$ cat config.mk
export PLATFORM = sky130hd
export DESIGN_NAME = clk_freq_monitor
export DESIGN_NICKNAME = d
export VERILOG_FILES = /design/src/rtl/clk_freq_monitor.sv
export SDC_FILE = /design/constraint.sdc
export NUM_CORES = 1
export LEC_CHECK = 0
export BUFFER_PORTS_ARGS = -buffer_cell sky130_fd_sc_hd__buf_2
export CORE_MARGIN = 2
export CORE_UTILIZATION = 45
export DETAILED_ROUTE_END_ITERATION = 8
export PLACE_DENSITY_LB_ADDON = 0.1
export SLEW_MARGIN = 40
export SYNTH_ARGS = -nofsm -noshare
export SYNTH_HDL_FRONTEND = slang
export SYNTH_SLANG_ARGS = --single-unit
$ cat constraint.sdc
create_clock -name clk -period 2.6 [get_ports clk]
set_input_delay 0 -clock clk [delete_from_list [all_inputs] [get_ports clk]]
set_output_delay 0 -clock clk [all_outputs]
set_load 0.05 [all_outputs]
$ cat src/rtl/clk_freq_monitor.sv
// Receive-side lane checker: measures period and high time of one generated-clock lane.
// Optional duty-cycle limit check enabled by defining CLK_FREQ_MONITOR_DUTY_CHECK_EN.
module clk_freq_monitor #(
    parameter int N_CLK   = 32,
    parameter int CW      = 16,
    parameter int TIMEOUT = 1024,
    localparam int SW     = (N_CLK > 1) ? $clog2(N_CLK) : 1
) (
    input  logic             clk,
    input  logic             rst_n,
    input  logic             start,
    input  logic [SW-1:0]    mon_sel,
    input  logic [N_CLK-1:0] mon_clk,
    input  logic [CW-1:0]    per_min,
    input  logic [CW-1:0]    per_max,
`ifdef CLK_FREQ_MONITOR_DUTY_CHECK_EN
    input  logic [CW-1:0]    hi_min,
    input  logic [CW-1:0]    hi_max,
    output logic             duty_err,
`endif
    output logic             busy,
    output logic             done,
    output logic [CW-1:0]    period,
    output logic [CW-1:0]    high_time,
    output logic             per_err,
    output logic             stuck
);

    typedef enum logic [1:0] {
        ST_IDLE,
        ST_ARM,
        ST_MEAS
    } state_t;

    localparam logic [CW-1:0] TO_CNT = CW'(TIMEOUT);

    state_t          state_q, state_d;
    logic [SW-1:0]   sel_q, sel_d;
    logic [CW-1:0]   per_min_q, per_min_d;
    logic [CW-1:0]   per_max_q, per_max_d;
    logic [2:0]      sync_q, sync_d;
    logic [CW-1:0]   cnt_q, cnt_d;
    logic [CW-1:0]   hi_q, hi_d;
    logic            busy_q, busy_d;
    logic            done_q, done_d;
    logic [CW-1:0]   period_q, period_d;
    logic [CW-1:0]   high_time_q, high_time_d;
    logic            per_err_q, per_err_d;
    logic            stuck_q, stuck_d;
`ifdef CLK_FREQ_MONITOR_DUTY_CHECK_EN
    logic [CW-1:0]   hi_min_q, hi_min_d;
    logic [CW-1:0]   hi_max_q, hi_max_d;
    logic            duty_err_q, duty_err_d;
`endif

    // AND-OR lane mux keeps the selected lane glitch-free relative to the others.
    logic [N_CLK-1:0] lane_hit;
    for (genvar gi = 0; gi < N_CLK; gi++) begin : g_lane
        assign lane_hit[gi] = mon_clk[gi] & (sel_q == SW'(gi));
    end

    logic lane_raw;
    logic s2;
    logic rise;
    assign lane_raw = |lane_hit;
    assign s2       = sync_q[1];
    assign rise     = sync_q[1] & ~sync_q[2];

    always_comb begin
        state_d     = state_q;
        sel_d       = sel_q;
        per_min_d   = per_min_q;
        per_max_d   = per_max_q;
        sync_d      = {sync_q[1:0], lane_raw};
        cnt_d       = cnt_q;
        hi_d        = hi_q;
        busy_d      = busy_q;
        done_d      = 1'b0;
        period_d    = period_q;
        high_time_d = high_time_q;
        per_err_d   = per_err_q;
        stuck_d     = stuck_q;
`ifdef CLK_FREQ_MONITOR_DUTY_CHECK_EN
        hi_min_d    = hi_min_q;
        hi_max_d    = hi_max_q;
        duty_err_d  = duty_err_q;
`endif
        case (state_q)
            ST_IDLE: begin
                if (start) begin
                    sel_d     = mon_sel;
                    per_min_d = per_min;
                    per_max_d = per_max;
                    per_err_d = 1'b0;
                    stuck_d   = 1'b0;
                    cnt_d     = '0;
                    busy_d    = 1'b1;
                    state_d   = ST_ARM;
`ifdef CLK_FREQ_MONITOR_DUTY_CHECK_EN
                    hi_min_d   = hi_min;
                    hi_max_d   = hi_max;
                    duty_err_d = 1'b0;
`endif
                end
            end
            ST_ARM: begin
                if (rise) begin
                    cnt_d   = CW'(1);
                    hi_d    = CW'(s2);
                    state_d = ST_MEAS;
                end else if (cnt_q == TO_CNT) begin
                    stuck_d     = 1'b1;
                    period_d    = '0;
                    high_time_d = '0;
                    done_d      = 1'b1;
                    busy_d      = 1'b0;
                    state_d     = ST_IDLE;
                end else begin
                    cnt_d = cnt_q + CW'(1);
                end
            end
            ST_MEAS: begin
                // A rise coinciding with the timeout count is a valid measurement.
                if (rise) begin
                    period_d    = cnt_q;
                    high_time_d = hi_q;
                    per_err_d   = (cnt_q < per_min_q) | (cnt_q > per_max_q);
                    done_d      = 1'b1;
                    busy_d      = 1'b0;
                    state_d     = ST_IDLE;
`ifdef CLK_FREQ_MONITOR_DUTY_CHECK_EN
                    duty_err_d  = (hi_q < hi_min_q) | (hi_q > hi_max_q);
`endif
                end else if (cnt_q == TO_CNT) begin
                    stuck_d     = 1'b1;
                    period_d    = '0;
                    high_time_d = '0;
                    done_d      = 1'b1;
                    busy_d      = 1'b0;
                    state_d     = ST_IDLE;
                end else begin
                    cnt_d = cnt_q + CW'(1);
                    if (s2) begin
                        hi_d = hi_q + CW'(1);
                    end
                end
            end
            default: begin
                state_d = ST_IDLE;
                busy_d  = 1'b0;
            end
        endcase
    end

    always_ff @(posedge clk) begin
        if (!rst_n) begin
            state_q     <= ST_IDLE;
            sel_q       <= '0;
            per_min_q   <= '0;
            per_max_q   <= '0;
            sync_q      <= '0;
            cnt_q       <= '0;
            hi_q        <= '0;
            busy_q      <= 1'b0;
            done_q      <= 1'b0;
            period_q    <= '0;
            high_time_q <= '0;
            per_err_q   <= 1'b0;
            stuck_q     <= 1'b0;
`ifdef CLK_FREQ_MONITOR_DUTY_CHECK_EN
            hi_min_q    <= '0;
            hi_max_q    <= '0;
            duty_err_q  <= 1'b0;
`endif
        end else begin
            state_q     <= state_d;
            sel_q       <= sel_d;
            per_min_q   <= per_min_d;
            per_max_q   <= per_max_d;
            sync_q      <= sync_d;
            cnt_q       <= cnt_d;
            hi_q        <= hi_d;
            busy_q      <= busy_d;
            done_q      <= done_d;
            period_q    <= period_d;
            high_time_q <= high_time_d;
            per_err_q   <= per_err_d;
            stuck_q     <= stuck_d;
`ifdef CLK_FREQ_MONITOR_DUTY_CHECK_EN
            hi_min_q    <= hi_min_d;
            hi_max_q    <= hi_max_d;
            duty_err_q  <= duty_err_d;
`endif
        end
    end

    assign busy      = busy_q;
    assign done      = done_q;
    assign period    = period_q;
    assign high_time = high_time_q;
    assign per_err   = per_err_q;
    assign stuck     = stuck_q;
`ifdef CLK_FREQ_MONITOR_DUTY_CHECK_EN
    assign duty_err  = duty_err_q;
`endif

endmodule

## Word-level counts from Yosys, hierarchy flattened

Index checks and enable logic that the tools add are counted.

- Flip-flop bits (word level): 110
- Latch bits: 0
- Bits in writable memories: 0
- ROM bits: 0
- Output and inout port bits: 36
- Word-level logic and storage cells: 148
- Memories kept: 0

- Add/sub/neg operators: 2
- Multiply operators: 0
- Div/mod/pow operators: 0
- Order comparisons: 2
- Eq/ne operators: 43
- Shift operators: 0
- Multiplexer cells: 38
- Bitwise gates (word level): 35
- Reductions and logical operators: 15

Operators by type and width:

| cell | count |
|---|---|
| $mux W16 | 14 |
| $pmux W16 S2 | 3 |
| $eq A5 B5 Y1 const B | 16 |
| $pmux W16 S3 | 1 |
| $eq A5 B4 Y1 const B | 8 |
| $and A1 B1 Y1 | 33 |
| $add A16 B1 Y16 const B | 2 |
| $reduce_or A32 Y1 | 1 |
| $eq A5 B3 Y1 const B | 4 |
| $eq A16 B11 Y1 const B | 1 |
| $gt A16 B16 Y1 | 1 |
| $lt A16 B16 Y1 | 1 |
| $ne A2 B2 Y1 const B | 8 |
| $mux W1 | 11 |
| $eq A5 B2 Y1 const B | 2 |
| $mux W2 | 4 |
| $pmux W1 S2 | 3 |
| $pmux W2 S3 | 1 |
| $reduce_and A2 Y1 | 3 |
| $reduce_and A3 Y1 | 2 |
| $reduce_bool A2 Y1 | 3 |
| $eq A5 B1 Y1 const B | 1 |
| $logic_not A5 Y1 | 1 |
| $reduce_and A5 Y1 | 1 |
| 10 further kinds | 10 |

## Longest topological paths before layout

Gate-level depths: netlist of the first run.

- Depth after elaboration: 5
- Depth in mapped cells: 8
- Gate-level depth less buffers: 7

## Worst setup path after synthesis of the first run

No wires, ideal clock.

- Path kind: register -> register
- From: reg state_q[0]
- To: reg cnt_q[13]
- Library setup time: 115 ps
- Data arrival time: 1825 ps
- Path slack: 660 ps
- Stages on the path, launching flop included: 9
- Path buffers: 2
- Clock period less this slack: 1940 ps
- Path through: dfxtp_1 > inv_1 > ha_1 > and3b_1 > clkbuf_1 > or3_4 > o21ai_4 > buf_4 > nor2_1

- Cells in the longest elaborated chain, start to end: 3
- Elaborated cells between the ends (all ways): 8
- Classes of those cells: eq/ne (4); mux (1); reduce/logical (3)

RTL lines:

| what | RTL line | source |
|---|---|---|
| start, declared | 37 | `state_t state_q, state_d;` |
| start signal, assigned | 176 | `state_q <= state_d;` |
| $eq A2 B2 Y1, or another cell as far along | 88 | `case (state_q)` |
| $ne A2 B2 Y1 (no line) / $reduce_bool A3 Y1 (equally long branches) | -- |  |
| $reduce_and A3 Y1 (no line) | -- |  |
| end signal, assigned | 181 | `cnt_q <= cnt_d;` |
| end, declared | 42 | `logic [CW-1:0] cnt_q, cnt_d;` |

Several ways; a longest one is shown, not always the timed one.
A chain may end at the register's enable or synchronous reset.

## Worst setup path in the final report of the first run

- From: reg state_q[1]
- To: reg hi_q[15]

- Cells in the longest elaborated chain, start to end: 3
- Elaborated cells between the ends (all ways): 9
- Classes of those cells: eq/ne (6); mux (1); reduce/logical (2)

RTL lines:

| what | RTL line | source |
|---|---|---|
| $eq A2 B2 Y1 / $eq A2 B1 Y1 (equally long branches) | 88 |  |
| $ne A2 B2 Y1 (no line) / $reduce_bool A2 Y1 (equally long branches) | -- |  |
| $reduce_and A5 Y1 (no line) | -- |  |
| end signal, assigned | 182 | `hi_q <= hi_d;` |
| end, declared | 43 | `logic [CW-1:0] hi_q, hi_d;` |

Several ways; a longest one is shown, not always the timed one.

==> run_results.csv, run 1 <==
group,metric,value,unit
run_status,status,"finished, final reports clean",
placement,placed_area,6360,um^2
worst_setup_path,rrSetupSlack,0.35,ns
die,start_util,46.65,%
detailed_routing,top_layer,"met4",
placement,gp_congestion,0.8886,
worst_setup_path,critPathBufInv,1,
global_routing,grt_pass1_wl,24.26,mm
worst_setup_path,end_kind,"flip-flop",
final_layout,n_antenna_cell,0,
clock_network,post_cts_buffers,0,
worst_setup_path,max_stage_delay,0.41,ns
logic_synthesis,synthFlopType,"dfxtp_1",
detailed_routing,wl_met1,6.614,mm
die,die_w,116.1,um
pwr,p_leak,2.868,nW
detailed_routing,wl_per_cell,14.87,um
detailed_routing,ant_nets,0,
detailed_routing,dr.first_iter.drc_count,279,
logic_synthesis,synthCells,680,
timing,setup_tns,0,ns
clock_network,cts_buffer_depth,2,
timing,period_share,86.51,%
detailed_routing,met3_length,549,um
placement,dp_hpwl,10.34,mm
detailed_routing,dr.pass1.iters,5,
die,die_y,116.1,um
flow_run,drv_cap,0,
placement,dp_slack,0.3921,ns
detailed_routing,drc,0,
logic_synthesis,synth.most_common_cell,"dfxtp_1",
logic_synthesis,yosysTopAreaCellShare,38.97,%
clock_network,cts-root-buf,"clkbuf_16",
detailed_routing,vias,5235,
logic_synthesis,synth_cell_type_count,62,
worst_setup_path,crit_required,2.83,ns
logic_synthesis,avgSynthCellArea,8.309,um^2
logic_synthesis,synth.largest_area_cell,"dfxtp_1",
final_layout,nFillCells,1169,
timing,drv_slew,0,
worst_setup_path,arrival,2.48,ns
timing,whs,0.01590,ns
detailed_routing,met2_length,7.254,mm
final_layout,syn_to_final_growth,24.14,%
logic_synthesis,synth_nets,791,
logic_synthesis,ys_async_sr_fraction,0,%
worst_setup_path,cp-start-kind,"flip-flop",
timing,worst_slack,0.3508,ns
logic_synthesis,synth_edf_count,0,
clock_network,insertion_delay,0.35,ns
worst_setup_path,path_max_fanout,9,
global_routing,groute.usage.overall,22.79,%
final_layout,stdcell_area,7014,um^2
clock_network,numCtsBuffers,9,
die,coreArea,12110,um^2
logic_synthesis,synth_common_cells,"110 x dfxtp_1, 96 x nand2_1, 65 x a21oi_1, 65 x nor2_1, 43 x inv_1",
clock_network,clk_pin_slew_worst_paths,0.07,ns
timing,setup_viol,0,
die,std_cell_rows,40,
logic_synthesis,seq_area_frac_synth,38.97,%
detailed_routing,wirelength,14.65,mm
clock_network,cts_sinks,110,
global_routing,antenna_found_initial,0,
hold_path,hp-class,"in -> reg",
logic_synthesis,syn_area,5650,um^2
global_routing,grt_max_degree,48,
worst_setup_path,critical_path.top_delay_family,"simple AND/OR/NAND/NOR gates",
logic_synthesis,synth-seq-cells,110,
pwr,power_density,502.6,nW/um^2
logic_synthesis,ys.warnings.count,0,
placement,io_buffers,107,
final_layout,multiInputGateArea,3141,um^2
pwr,vdd_ir_drop_max,315.8,uV
die,num_io_pins,108,
worst_setup_path,cp_slowest_cell,"dfxtp_1",
final_layout,seq_area,2202,um^2
timing,min_period,2.249,ns
timing,max_clock_freq,444.6,MHz
clock_network,cts_tree,"built",
worst_setup_path,path_cells,"inv_1 -> ha_1 -> nand4b_1 -> nor3_2 -> a21oi_4 -> o311ai_0 -> o41ai_1",
global_routing,overflow,0,
clock_network,htree_levels,3,
logic_synthesis,synth_area_leaders,"dfxtp_1 39%, ha_1 8.6%, nand2_1 6.4%, a21oi_1 5.8%, a22oi_1 4.5%",
pwr,fin_total_pwr,3.525,mW
timing,tightest_slew,0.5671,ns
timing,grt_setup_unrepaired,"false",
final_layout,nets,923,
die,dieArea,13470,um^2
global_routing,grt_pass1_vias,5065,
worst_setup_path,crit_type,"reg -> reg",
detailed_routing,via_per_inst,5.315,
final_layout,drive_gt1_share,19.09,%
timing,hold_viol_final,0,
timing,finClkSkew,0.008945,ns
timing,slew_headroom,62.14,%
## power breakdown
| part | internal, mW | switching (mW) | leakage (nW) |
|---|---|---|---|
| sequential | 1.73 | 0.0439 | 0.893 |
| combinational | 0.202 | 0.223 | 1.84 |
| clock | 0.687 | 0.639 | 0.138 |
| total | 2.62 | 0.906 | 2.87 |
## cells in the final DEF, fill, tap and decap left out, types with 4 or more instances in the layout
cell and count:
nand3_1 16, nand3b_1 4, a21oi_1 65, nand4_1 12, xnor2_1 8, o31ai_1 7, or4_1 4, nor2b_1 6
o21ai_0 18, dfxtp_1 110, dlygate4sd3_1 37, clkbuf_16 9, buf_4 12, a31oi_1 4, and2_1 7, nor3_1 13
xor2_1 10, inv_1 42, ha_1 39, or3_1 4, and4_1 6, a22oi_1 34, o211ai_1 4, mux2i_1 8
nand2_1 96, buf_2 107, nor2_1 65, and3_1 4
## sequential cells by signal, summed over array words and instances (netlist names)
| name | flops |
|---|---|
| cnt_q | 16 |
| period | 16 |
| sel_q | 5 |
| hi_q | 16 |
| high_time | 16 |
| done | 1 |
| state_q | 2 |
| sync_q | 3 |
| per_err | 1 |
| busy | 1 |
| stuck | 1 |
| per_min_q | 16 |
| per_max_q | 16 |
## timing repair
| item | in CTS | in global routing |
|---|---|---|
| gates resized for setup | 0 | 0 |
| hold endpoints to repair | 37 | 0 |
| hold buffers | 37 | 0 |
| endpoints found under the setup margin | 0 | 0 |
## metal layers
metal | up-vias | track usage (%)
met4 | 0 | 9.841
met5 | - | 0
li1 | 2656 | -
met2 | 93 | 39.06
met3 | 15 | 3.243
met1 | 2471 | 28.66
## stage by stage
step	cells	utilization, %
global placement	932	52.51
detailed placement	932	52.51
finish	985	57.91
global route	985	57.91
floorplan	680	-
CTS	985	57.91
## worst register-to-register path, cell delays in order (launching register included)
cell	delay [ns]
dfxtp_1	0.41
inv_1	0.11
ha_1	0.32
nand4b_1	0.40
nor3_2	0.28
a21oi_4	0.14
o311ai_0	0.33
o41ai_1	0.14
## cells by family after synthesis
kind of cell               count (synthesis)  synth area share, %
and+or+nand+nor                          264                23.80
AOI/OAI and AO/OA                        160                18.22
xor gates and xnor gates                  18                2.790
muxes                                     10                2.015
buffers and inverters                     79                5.558
DFF                                      110                38.97
adders and majority gates                 39                8.636
## cell type report
cell class | instances | share of cell area [%]
tap | 168 | 2.997
clock buffer | 11 | 3.461
inverter | 43 | 2.301
clock inverter | 5 | 0.5887
timing repair buffer | 157 | 14.48
multi-input combinational | 491 | 44.77
sequential | 110 | 31.39
## final timing paths
path | end | cells past startpoint | from
setup reg to reg | hi_q[15]$_SDFFE_PN0P_ | 7 | state_q[1]$_SDFFE_PN0P_
setup / recovery | hi_q[15]$_SDFFE_PN0P_ | 7 | state_q[1]$_SDFFE_PN0P_
hold reg to reg | per_max_q[8]$_SDFFE_PN0P_ | 2 | per_max_q[8]$_SDFFE_PN0P_
hold / removal | hi_q[0]$_SDFFE_PN0P_ | 2 | rst_n
(Power assumes the default switching activity.)
==> run 2: changes to the inputs <==
--- a/config.mk
+++ b/config.mk
@@ -8,6 +8,7 @@
 export BUFFER_PORTS_ARGS = -buffer_cell sky130_fd_sc_hd__buf_2
 export CORE_MARGIN = 2
 export CORE_UTILIZATION = 45
+export CTS_BUF_LIST = sky130_fd_sc_hd__clkbuf_4
 export DETAILED_ROUTE_END_ITERATION = 8
 export PLACE_DENSITY_LB_ADDON = 0.1
 export SLEW_MARGIN = 40
==> constraint.sdc (replaced) <==
create_clock -name clk -period 2.47 [get_ports clk]
set_input_delay 0 -clock clk [delete_from_list [all_inputs] [get_ports clk]]
set_output_delay 0 -clock clk [all_outputs]
set_load 0.05 [all_outputs]
==> run 2 against run 1 <==
Register-to-register slack lost 0.19 ns. Critical path type unchanged. Total power shrank 7.0%. Flip-flop and latch count is the same. Largest cell class unchanged.
==> run_results.csv, run 2 (synthesized netlist as in run 1, its figures left out) <==
group,metric,value,unit
placement,placed_area,6390,um^2
detailed_routing,drc,0,
clock_network,htree_levels,3,
final_layout,final_core_util,57.35,%
hold_path,hp-class,"in -> reg",
die,die_y,116.1,um
worst_setup_path,arrival,2.70,ns
die,coreArea,12110,um^2
die,die_w,116.1,um
global_routing,grt_pass1_vias,5258,
final_layout,nFillCells,1135,
final_layout,nets,931,
detailed_routing,ant_nets,0,
worst_setup_path,path_max_fanout,15,
worst_setup_path,crit_required,2.86,ns
timing,worst_slack,0.1620,ns
pwr,vdd_ir_drop_max,239.3,uV
timing,hold_viol_final,0,
timing,drv_slew,0,
clock_network,post_cts_buffers,0,
timing,finClkSkew,0.02071,ns
hold_path,hold_path_startpoint,"per_min[1]",
run_status,status,"finished, final reports clean",
hold_path,min_to,"per_min_q[1]$_SDFFE_PN0P_",
pwr,power_density,471.9,nW/um^2
hold_path,hold_depth,4,
detailed_routing,via_per_inst,5.373,
placement,dp_slack,0.2248,ns
timing,tightest_slew,0.5686,ns
clock_network,cts_sinks,110,
pwr,fin_total_pwr,3.278,mW
flow_run,drv_cap,0,
final_layout,final_common_cell,"dfxtp_1",
clock_network,cts_tree,"built",
global_routing,grt_util_met1,28.17,%
timing,period_share,93.44,%
global_routing,groute.usage.overall,22.98,%
clock_network,cts-root-buf,"clkbuf_4",
global_routing,grt_max_degree,38,
global_routing,gr-usage-met3,3.347,%
worst_setup_path,crit_type,"reg -> reg",
global_routing,use_met2,40.66,%
timing,slew_headroom,62.02,%
die,start_util,46.65,%
timing,setup_tns,0,ns
placement,gp_congestion,0.8506,
detailed_routing,wl_per_cell,14.82,um
clock_network,clk_pin_slew_worst_paths,0.18,ns
detailed_routing,dr.pass1.iters,7,
worst_setup_path,end_kind,"flip-flop",
final_layout,drive_gt1_share,19.64,%
global_routing,overflow,0,
clock_network,insertion_delay,0.50,ns
timing,max_clock_freq,433.3,MHz
worst_setup_path,r2r-end,"sync_q[0]$_SDFF_PN0_",
placement,io_buffers,107,
final_layout,n_antenna_cell,0,
worst_setup_path,cp-start-kind,"flip-flop",
global_routing,antenna_found_initial,0,
clock_network,numCtsBuffers,9,
timing,grt_setup_unrepaired,"false",
placement,dp_hpwl,10.64,mm
final_layout,mostFrequentLayoutCells,"108 x dfxtp_1, 107 x buf_2, 96 x nand2_1",
timing,min_period,2.308,ns
worst_setup_path,reg2reg_from,"sel_q[1]$_SDFFE_PN0P_",
clock_network,cts_buffer_depth,2,
die,num_io_pins,108,
detailed_routing,dr.first_iter.drc_count,237,
global_routing,grt_pass1_wl,24.60,mm
worst_setup_path,reg2reg_depth,6,
detailed_routing,wirelength,14.72,mm
timing,setup_viol,0,
global_routing,busiest_layer,"met2",
die,dieArea,13470,um^2
detailed_routing,vias,5335,
die,std_cell_rows,40,
worst_setup_path,rrSetupSlack,0.16,ns
final_layout,syn_to_final_growth,22.92,%
pwr,p_leak,2.851,nW
final_layout,stdcell_area,6945,um^2
[run 2: cell count changes in the layout (fill, tap and decap cells not counted), moves of 2 or more]
cell,change
clkbuf_4,+10
clkbuf_16,-9
buf_4,+4
dlygate4sd3_1,+4
dfxtp_1,-2
dfxtp_2,+2
[run 2: layer usage]
metal	part of all wire, %	vias up
met5	0	-
met4	1.8	0
met3	3.4	16
met2	50	114
met1	45	2535
li1	-	2670
[run 2: metrics by stage]
step,instances,hold slack [ns]
detailed placement,936,0.2478
finish,993,0.2561
global route,993,0.2464
floorplan,680,0.1360
CTS,993,0.2244
global placement,936,0.2408
[run 2: final cells by class]
type | count | area, um^2 | share of cell area (%)
multi-input combinational | 491 | 3141 | 45.22
sequential | 110 | 2205 | 31.74
timing repair buffer | 165 | 1086 | 15.64
tap | 168 | 210.2 | 3.026
inverter | 43 | 161.4 | 2.324
clock buffer | 10 | 75.07 | 1.081
clock inverter | 6 | 67.56 | 0.9728
[run 2: worst max-delay path, stage by stage, from the launching register on]
cell	delay, ns
dfxtp_1	0.70
mux2i_1	0.23
o21ai_0	0.09
a221oi_1	0.33
o211ai_1	0.12
and3_1	0.19
dlygate4sd3_1	0.54
[run 2: timing repair]
item,4_1_cts,5_1_grt
endpoints found under the setup margin,0,1
hold endpoints to repair,61,0
gates resized for setup,0,2
hold buffers,41,0
[run 2: worst max-delay path by stage]
stage	to	cells after the start	slack (ns)	startpoint
after floorplan	cnt_q[13]$_SDFFE_PN0P_	8	0.53	state_q[0]$_SDFFE_PN0P_
after global placement	cnt_q[15]$_SDFFE_PN0P_	6	0.35	state_q[0]$_SDFFE_PN0P_
after detailed placement	cnt_q[12]$_SDFFE_PN0P_	6	0.22	state_q[0]$_SDFFE_PN0P_
after CTS	sync_q[0]$_SDFF_PN0_	6	0.08	sel_q[2]$_SDFFE_PN0P_
after global routing	cnt_q[14]$_SDFFE_PN0P_	7	0.02	state_q[0]$_SDFFE_PN0P_
final	sync_q[0]$_SDFF_PN0_	6	0.16	sel_q[1]$_SDFFE_PN0P_
[run 2: power breakdown]
group | switching, mW | internal, mW
Combinational | 0.237 | 0.216
Sequential | 0.0456 | 1.83
Clock | 0.623 | 0.330
Total | 0.906 | 2.37
